### src/rtl/buzz_round_ctrl_if.sv
// Buzzer round bus: groups the game-side controls (start, buttons, switches,
// judgement) and the round status returned by the sequencer.
//   start          1  begin a round (pulse)
//   btn            4  debounced buttons, bit i = player i+1
//   sw            32  switch bytes, sw[8i+7:8i] = player i+1
//   judge_valid    1  judgement pulse
//   judge_correct  1  judgement value, 1 = correct
//   busy           1  round in progress
//   buzz_valid     1  a winner is held
//   winner         2  current or last winner
//   answer_valid   1  winner's answer is awaiting judgement
//   answer         8  latched answer byte
//   lockout        4  players locked out this round
//   round_done     1  round resolved (pulse)
//   round_result   2  00 none, 01 correct, 10 no buzz, 11 all locked out
// modport master: the driver of the round (game logic / buttons).
// modport slave:  the sequencer.
interface buzz_round_ctrl_if;
    logic        start;
    logic [3:0]  btn;
    logic [31:0] sw;
    logic        judge_valid;
    logic        judge_correct;
    logic        busy;
    logic        buzz_valid;
    logic [1:0]  winner;
    logic        answer_valid;
    logic [7:0]  answer;
    logic [3:0]  lockout;
    logic        round_done;
    logic [1:0]  round_result;

    modport master (
        output start, btn, sw, judge_valid, judge_correct,
        input  busy, buzz_valid, winner, answer_valid, answer,
               lockout, round_done, round_result
    );

    modport slave (
        input  start, btn, sw, judge_valid, judge_correct,
        output busy, buzz_valid, winner, answer_valid, answer,
               lockout, round_done, round_result
    );
endinterface

### src/rtl/buzz_round_ctrl.sv
// Round sequencer for the four-player buzzer stage. Arms the buzzers, captures
// the first rising press (round-robin on same-cycle ties), collects the
// winner's switch byte, waits for the judgement and locks out wrong answerers
// until the round resolves.
// Ports:
//   clk  system clock
//   rst  asynchronous active-high reset
//   bus  buzz_round_ctrl_if.slave (all outputs registered)
module buzz_round_ctrl #(
    parameter int unsigned BUZZ_CYCLES   = 500_000_000,
    parameter int unsigned ANSWER_CYCLES = 250_000_000
) (
    input  logic              clk,
    input  logic              rst,
    buzz_round_ctrl_if.slave  bus
);

    localparam int unsigned TW = 32;
    localparam int unsigned NP = 4;
    localparam logic [TW-1:0] BUZZ_LOAD   = TW'(BUZZ_CYCLES - 1);
    localparam logic [TW-1:0] ANSWER_LOAD = TW'(ANSWER_CYCLES - 1);

    localparam logic [1:0] RES_NONE    = 2'b00;
    localparam logic [1:0] RES_CORRECT = 2'b01;
    localparam logic [1:0] RES_TIMEOUT = 2'b10;
    localparam logic [1:0] RES_ALLOUT  = 2'b11;

    typedef enum logic [2:0] {
        S_IDLE,
        S_ARMED,
        S_ANSWER,
        S_JUDGE,
        S_DONE
    } state_t;

    state_t         state_q;
    logic [TW-1:0]  timer_q;
    logic [1:0]     rr_ptr_q;
    logic [NP-1:0]  btn_q;
    logic           busy_q;
    logic           buzz_valid_q;
    logic [1:0]     winner_q;
    logic           answer_valid_q;
    logic [7:0]     answer_q;
    logic [NP-1:0]  lockout_q;
    logic           round_done_q;
    logic [1:0]     round_result_q;

    logic [NP-1:0]  rise_c;
    logic [NP-1:0]  eligible_c;
    logic [1:0]     pick_c;
    logic           submit_c;
    logic [7:0]     sw_byte_c;
    logic [NP-1:0]  wrong_lock_c;
    logic           wrong_c;

    assign rise_c       = bus.btn & ~btn_q;
    assign eligible_c   = rise_c & ~lockout_q;
    assign submit_c     = rise_c[winner_q];
    assign sw_byte_c    = bus.sw[{winner_q, 3'b000} +: 8];
    assign wrong_lock_c = lockout_q | (NP'(1) << winner_q);

    // Wrong answer: answer window expired, or judged incorrect.
    assign wrong_c = ((state_q == S_ANSWER) && !submit_c && (timer_q == '0)) ||
                     ((state_q == S_JUDGE) && bus.judge_valid && !bus.judge_correct);

    // Round-robin pick: scan downward so the closest eligible player to
    // rr_ptr is the last (winning) assignment.
    always_comb begin
        pick_c = rr_ptr_q;
        for (int k = NP - 1; k >= 0; k--) begin
            if (eligible_c[rr_ptr_q + 2'(k)]) begin
                pick_c = rr_ptr_q + 2'(k);
            end
        end
    end

    // Round FSM with registered outputs.
    always_ff @(posedge clk or posedge rst) begin
        if (rst) begin
            state_q        <= S_IDLE;
            timer_q        <= '0;
            rr_ptr_q       <= '0;
            btn_q          <= '0;
            busy_q         <= 1'b0;
            buzz_valid_q   <= 1'b0;
            winner_q       <= '0;
            answer_valid_q <= 1'b0;
            answer_q       <= '0;
            lockout_q      <= '0;
            round_done_q   <= 1'b0;
            round_result_q <= RES_NONE;
        end else begin
            btn_q        <= bus.btn;
            round_done_q <= 1'b0;

            case (state_q)
                S_IDLE: begin
                    if (bus.start) begin
                        state_q        <= S_ARMED;
                        busy_q         <= 1'b1;
                        lockout_q      <= '0;
                        round_result_q <= RES_NONE;
                        timer_q        <= BUZZ_LOAD;
                    end
                end

                S_ARMED: begin
                    if (|eligible_c) begin
                        state_q      <= S_ANSWER;
                        winner_q     <= pick_c;
                        rr_ptr_q     <= pick_c + 2'd1;
                        buzz_valid_q <= 1'b1;
                        timer_q      <= ANSWER_LOAD;
                    end else if (timer_q == '0) begin
                        state_q        <= S_DONE;
                        round_result_q <= RES_TIMEOUT;
                        round_done_q   <= 1'b1;
                    end else begin
                        timer_q <= timer_q - TW'(1);
                    end
                end

                S_ANSWER: begin
                    if (submit_c) begin
                        state_q        <= S_JUDGE;
                        answer_q       <= sw_byte_c;
                        answer_valid_q <= 1'b1;
                    end else if (timer_q != '0) begin
                        timer_q <= timer_q - TW'(1);
                    end
                end

                S_JUDGE: begin
                    if (bus.judge_valid && bus.judge_correct) begin
                        state_q        <= S_DONE;
                        round_result_q <= RES_CORRECT;
                        round_done_q   <= 1'b1;
                        buzz_valid_q   <= 1'b0;
                        answer_valid_q <= 1'b0;
                    end
                end

                S_DONE: begin
                    state_q <= S_IDLE;
                    busy_q  <= 1'b0;
                end

                default: begin
                    state_q <= S_IDLE;
                    busy_q  <= 1'b0;
                end
            endcase

            // Shared wrong-answer handling for ANSWER timeout and JUDGE.
            if (wrong_c) begin
                lockout_q      <= wrong_lock_c;
                buzz_valid_q   <= 1'b0;
                answer_valid_q <= 1'b0;
                if (wrong_lock_c == '1) begin
                    state_q        <= S_DONE;
                    round_result_q <= RES_ALLOUT;
                    round_done_q   <= 1'b1;
                    timer_q        <= '0;
                end else begin
                    state_q <= S_ARMED;
                    timer_q <= BUZZ_LOAD;
                end
            end
        end
    end

    assign bus.busy         = busy_q;
    assign bus.buzz_valid   = buzz_valid_q;
    assign bus.winner       = winner_q;
    assign bus.answer_valid = answer_valid_q;
    assign bus.answer       = answer_q;
    assign bus.lockout      = lockout_q;
    assign bus.round_done   = round_done_q;
    assign bus.round_result = round_result_q;

endmodule

### src/flat_wrapper.sv
// flat-port wrapper written by rule: the top's interface ports become plain ports
module buzz_round_ctrl_flat 
#(
    parameter int unsigned BUZZ_CYCLES   = 500_000_000,
    parameter int unsigned ANSWER_CYCLES = 250_000_000
)
  (clk, rst, bus_start, bus_btn, bus_sw, bus_judge_valid, bus_judge_correct, bus_busy, bus_buzz_valid, bus_winner, bus_answer_valid, bus_answer, bus_lockout, bus_round_done, bus_round_result);
  buzz_round_ctrl_if bus_i ();
  input  logic clk;
  input  logic rst;
  input wire logic [$bits(bus_i.start)-1:0] bus_start;
  input wire logic [$bits(bus_i.btn)-1:0] bus_btn;
  input wire logic [$bits(bus_i.sw)-1:0] bus_sw;
  input wire logic [$bits(bus_i.judge_valid)-1:0] bus_judge_valid;
  input wire logic [$bits(bus_i.judge_correct)-1:0] bus_judge_correct;
  output wire logic [$bits(bus_i.busy)-1:0] bus_busy;
  output wire logic [$bits(bus_i.buzz_valid)-1:0] bus_buzz_valid;
  output wire logic [$bits(bus_i.winner)-1:0] bus_winner;
  output wire logic [$bits(bus_i.answer_valid)-1:0] bus_answer_valid;
  output wire logic [$bits(bus_i.answer)-1:0] bus_answer;
  output wire logic [$bits(bus_i.lockout)-1:0] bus_lockout;
  output wire logic [$bits(bus_i.round_done)-1:0] bus_round_done;
  output wire logic [$bits(bus_i.round_result)-1:0] bus_round_result;
  assign bus_i.start = bus_start;
  assign bus_i.btn = bus_btn;
  assign bus_i.sw = bus_sw;
  assign bus_i.judge_valid = bus_judge_valid;
  assign bus_i.judge_correct = bus_judge_correct;
  assign bus_busy = bus_i.busy;
  assign bus_buzz_valid = bus_i.buzz_valid;
  assign bus_winner = bus_i.winner;
  assign bus_answer_valid = bus_i.answer_valid;
  assign bus_answer = bus_i.answer;
  assign bus_lockout = bus_i.lockout;
  assign bus_round_done = bus_i.round_done;
  assign bus_round_result = bus_i.round_result;
  buzz_round_ctrl #(.BUZZ_CYCLES(BUZZ_CYCLES), .ANSWER_CYCLES(ANSWER_CYCLES)) u_core (.clk(clk), .rst(rst), .bus(bus_i));
endmodule
### config.mk
export PLATFORM = sky130hd
export DESIGN_NAME = buzz_round_ctrl_flat
export DESIGN_NICKNAME = d
export VERILOG_FILES = /design/src/rtl/buzz_round_ctrl_if.sv /design/src/rtl/buzz_round_ctrl.sv /design/src/flat_wrapper.sv
export SDC_FILE = /design/constraint.sdc
export NUM_CORES = 1
export LEC_CHECK = 0
export BUFFER_PORTS_ARGS = -buffer_cell sky130_fd_sc_hd__buf_4
export CAP_MARGIN = 20
export CORE_MARGIN = 8
export CORE_UTILIZATION = 50
export CTS_BUF_LIST = sky130_fd_sc_hd__clkbuf_16
export DETAILED_ROUTE_END_ITERATION = 10
export GPL_ROUTABILITY_DRIVEN = 0
export PLACE_DENSITY = 0.71
export SLEW_MARGIN = 20
export SYNTH_ARGS = -nofsm -noshare
export SYNTH_HDL_FRONTEND = slang
export SYNTH_SLANG_ARGS = --single-unit
### constraint.sdc
create_clock -name clk -period 6.1 [get_ports clk]
set_input_delay 0.305 -clock clk [delete_from_list [all_inputs] [get_ports clk]]
set_output_delay 0.305 -clock clk [all_outputs]
set_load 0.1 [all_outputs]
==> key figures <==
Global routing
  • Initial antenna violation count: 0
  • Largest net degree at the start of global routing: 62
  • Total track usage: 20.3%
  • Vias in the first global route: 3,323
  • First-pass GRT wire length: 16,700 um
  • Overflow after GRT: 0

CTS
  • Root buffer cell: clkbuf_16
  • Num CTS Buffers: 9
  • Post-CTS Setup Inserts: 0
  • TritonCTS clock tree: done
  • Hold_buf cts: 0
  • CTS Buffer Depth: 2
  • Sink Count: 61
  • Clk pin slew, worst setup/hold paths: 60 ps
  • Clk_lat worst skew: 330 ps
  • H-tree levels: 3
  • Post-CTS sizing: 0

Synthesis
  • FF+latch count, synth: 61
  • Post-synth top area share: 41.3%
  • Mean Syn Cell Area: 9.42 um2
  • Most used DFF post-synth: dfrtp_1
  • Ys async rst share: 100%
  • Synth Cell Area: 3690 um2
  • Synthesized net count: 435
  • Area leader, netlist: dfrtp_1
  • Netlist cell types: 64
  • Sequential share of the synthesized area: 41.3%
  • Post-synth EDFFs: 0
  • Mapped Cells: 392
  • Synth area leaders: dfrtp_1 41%, mux4_2 4.9%, nor2_1 3.9%, a21oi_1 3.3%, nand2_1 2.8%
  • Synth warnings: 0

STA
  • Final number of hold-violating endpoints: 0
  • Final min period: 3780 ps
  • RSZ-0062 raised after global routing: false
  • Final setup violation count: 0
  • Maximum clock frequency: 264 MHz
  • Slew margin rel.: 34.2%
  • Hold slack: 92.4 ps
  • Final worst-path cycle share: 62.0%
  • Skew final: 8.19 ps
  • Final Max Slew Viols: 0
  • Worst Tran Pin Value: 986 ps
  • Setup TNS: 0 ps

Worst hold path
  • Worst Hold Launch: bus_btn[0]
  • WHS Endpoint: u_core.btn_q[0]
  • Hold WC Path Type: in2reg
  • Worst hold path depth: 1

Layout
  • FF/Latch Area: 1530 um2
  • Area of the multi-input gates: 2000 um2
  • Fillers: 608
  • Area Growth Syn to Fin: 21.5%
  • Nets: 487
  • # diodes: 0
  • Layout cell share with drive strength beyond 1: 23.6%

Route
  • Routed vias: 3,409
  • First-pass DRT Iterations: 5
  • First DRT Iteration DRCs: 190
  • Avg WL per Cell: 18.3 um
  • Post-route DRC: 0
  • ANT nets after route: 0
  • Met3 Wirelength: 628 um
  • DR vias/cell: 6.22
  • DR top layer: met4
  • M1 WL: 4230 um
  • WL final: 10,000 um
  • Metal2 WL: 5060 um

Critical path
  • R2R Setup Slk: 2320 ps
  • CP endpoint kind: register
  • Data arrival time of the critical path: 4010 ps
  • Worst Path Max Fanout: 22
  • Worst r2r src: u_core.bus.winner[0]
  • Worst path required time: 6330 ps
  • Startpoint Class: register
  • Crit path kind: reg2reg
  • Reg2reg end: u_core.timer_q[31]
  • Cells on worst reg2reg path: 7

Floorplan
  • Number of top-level pins: 61
  • Initial Util: 51.2%
  • Die area: 10,400 um2
  • Die Y: 102 um
  • Core Footprint: 7210 um2
  • Num rows: 31
  • Die width: 102 um

Power and ir drop
  • Worst ir drop on vdd: 0.214 mV
  • P per Cell Area: 564 nW/um2
  • Leak: 1.87 nW

Placed design
  • Dpl hpwl: 7080 um
  • Port Buffer Count: 60

Outcome
  • Status: complete, no violations

Run
  • Max Cap Viol: 0
-- logic make-up after synthesis --
| group | share of synthesized area (%) |
|---|---|
| buffers and inverters | 4.64 |
| xor gates and xnor gates | 0.237 |
| AOI/OAI and AO/OA | 23.2 |
| muxes | 7.59 |
| DFF | 41.3 |
| and+or+nand+nor | 22.3 |
| adders and majority gates | 0.678 |
-- synth_stat cells, types with 4 or more instances --
master	number
nor4_1	10
or3_1	6
nand4_1	5
dfrtp_1	61
a31oi_1	13
nand3_1	6
clkbuf_1	10
nor3_1	18
o21ai_1	18
o31ai_1	8
o21ai_0	15
a22o_1	4
nor2_1	38
o2bb2ai_1	4
nand2_1	28
nand2b_1	4
mux2_2	8
inv_1	15
nor3b_1	4
a21oi_1	24
a41oi_1	5
o22a_1	9
mux4_2	8
buf_2	5
-- worst max-delay path, stage by stage (launching register included) --
cell	delay, ps
dfrtp_1	890
and4bb_1	300
o41ai_4	740
nand2_1	150
a21o_4	250
o21ai_2	680
nand2_1	330
o31ai_1	330
-- layer usage --
metal / up-vias / global-route usage, %
met5: - / 0
met4: 0 / 5.64
met3: 10 / 5.25
met2: 123 / 32.8
met1: 1670 / 26.1
li1: 1606 / -
-- layout by cell type, fill, tap and decap left out, types with 9 or more instances in the layout --
cell type,Yosys,routed
buf_4,2,62
dfrtp_1,61,61
nor2_1,38,38
nand2_1,28,28
a21oi_1,24,24
nor3_1,18,18
o21ai_1,18,18
o21ai_0,15,15
inv_1,15,14
a31oi_1,13,13
nor4_1,10,10
o22a_1,9,9
clkbuf_16,0,9
-- registers in the layout, summed over array words and instances (netlist names), 2 cells and up --
| register | count |
|---|---|
| u_core.state_q | 3 |
| u_core.bus.answer | 8 |
| u_core.bus.lockout | 4 |
| u_core.rr_ptr_q | 2 |
| u_core.btn_q | 4 |
| u_core.bus.round_result | 2 |
| u_core.bus.winner | 2 |
| u_core.timer_q | 32 |
-- stage by stage --
step	util [%]	instances	cell area (um2)	total power [mW]	worst slack (ps)
CTS	62.2	548	4490	2.54	2310
detailed placement	57.8	532	4170	1.99	2320
floorplan	-	392	3690	1.74	2980
global placement	57.8	532	4170	1.97	2480
global route	62.2	548	4490	2.69	1940
finish	62.2	548	4490	2.53	2320
-- power breakdown --
part           switching [mW]  internal [mW]
clock                   0.184          0.355
combinational           0.878          0.408
sequential              0.179          0.528
total                    1.24           1.29
-- worst max path at each step --
stage	startpoint	to	slack (ps)	cells after the start
2_1_floorplan	u_core.bus.winner[0]	u_core.timer_q[9]	2980	10
3_3_place_gp	u_core.bus.winner[0]	u_core.timer_q[20]	2480	7
3_5_place_dp	u_core.bus.winner[0]	u_core.timer_q[30]	2320	7
4_1_cts	u_core.bus.winner[0]	u_core.timer_q[31]	2310	7
5_1_grt	u_core.bus.winner[0]	u_core.timer_q[20]	1940	7
6_report	u_core.bus.winner[0]	u_core.timer_q[31]	2320	7
-- layout make-up --
type | instances | share of cell area (%)
Multi-Input combinational cell | 295 | 44.6
Clock buffer | 9 | 5.02
Timing Repair Buffer | 62 | 10.4
Sequential cell | 61 | 34.0
Clock inverter | 7 | 2.01
Inverter | 15 | 1.25
Tap cell | 99 | 2.76
(Power assumes the default switching activity.)
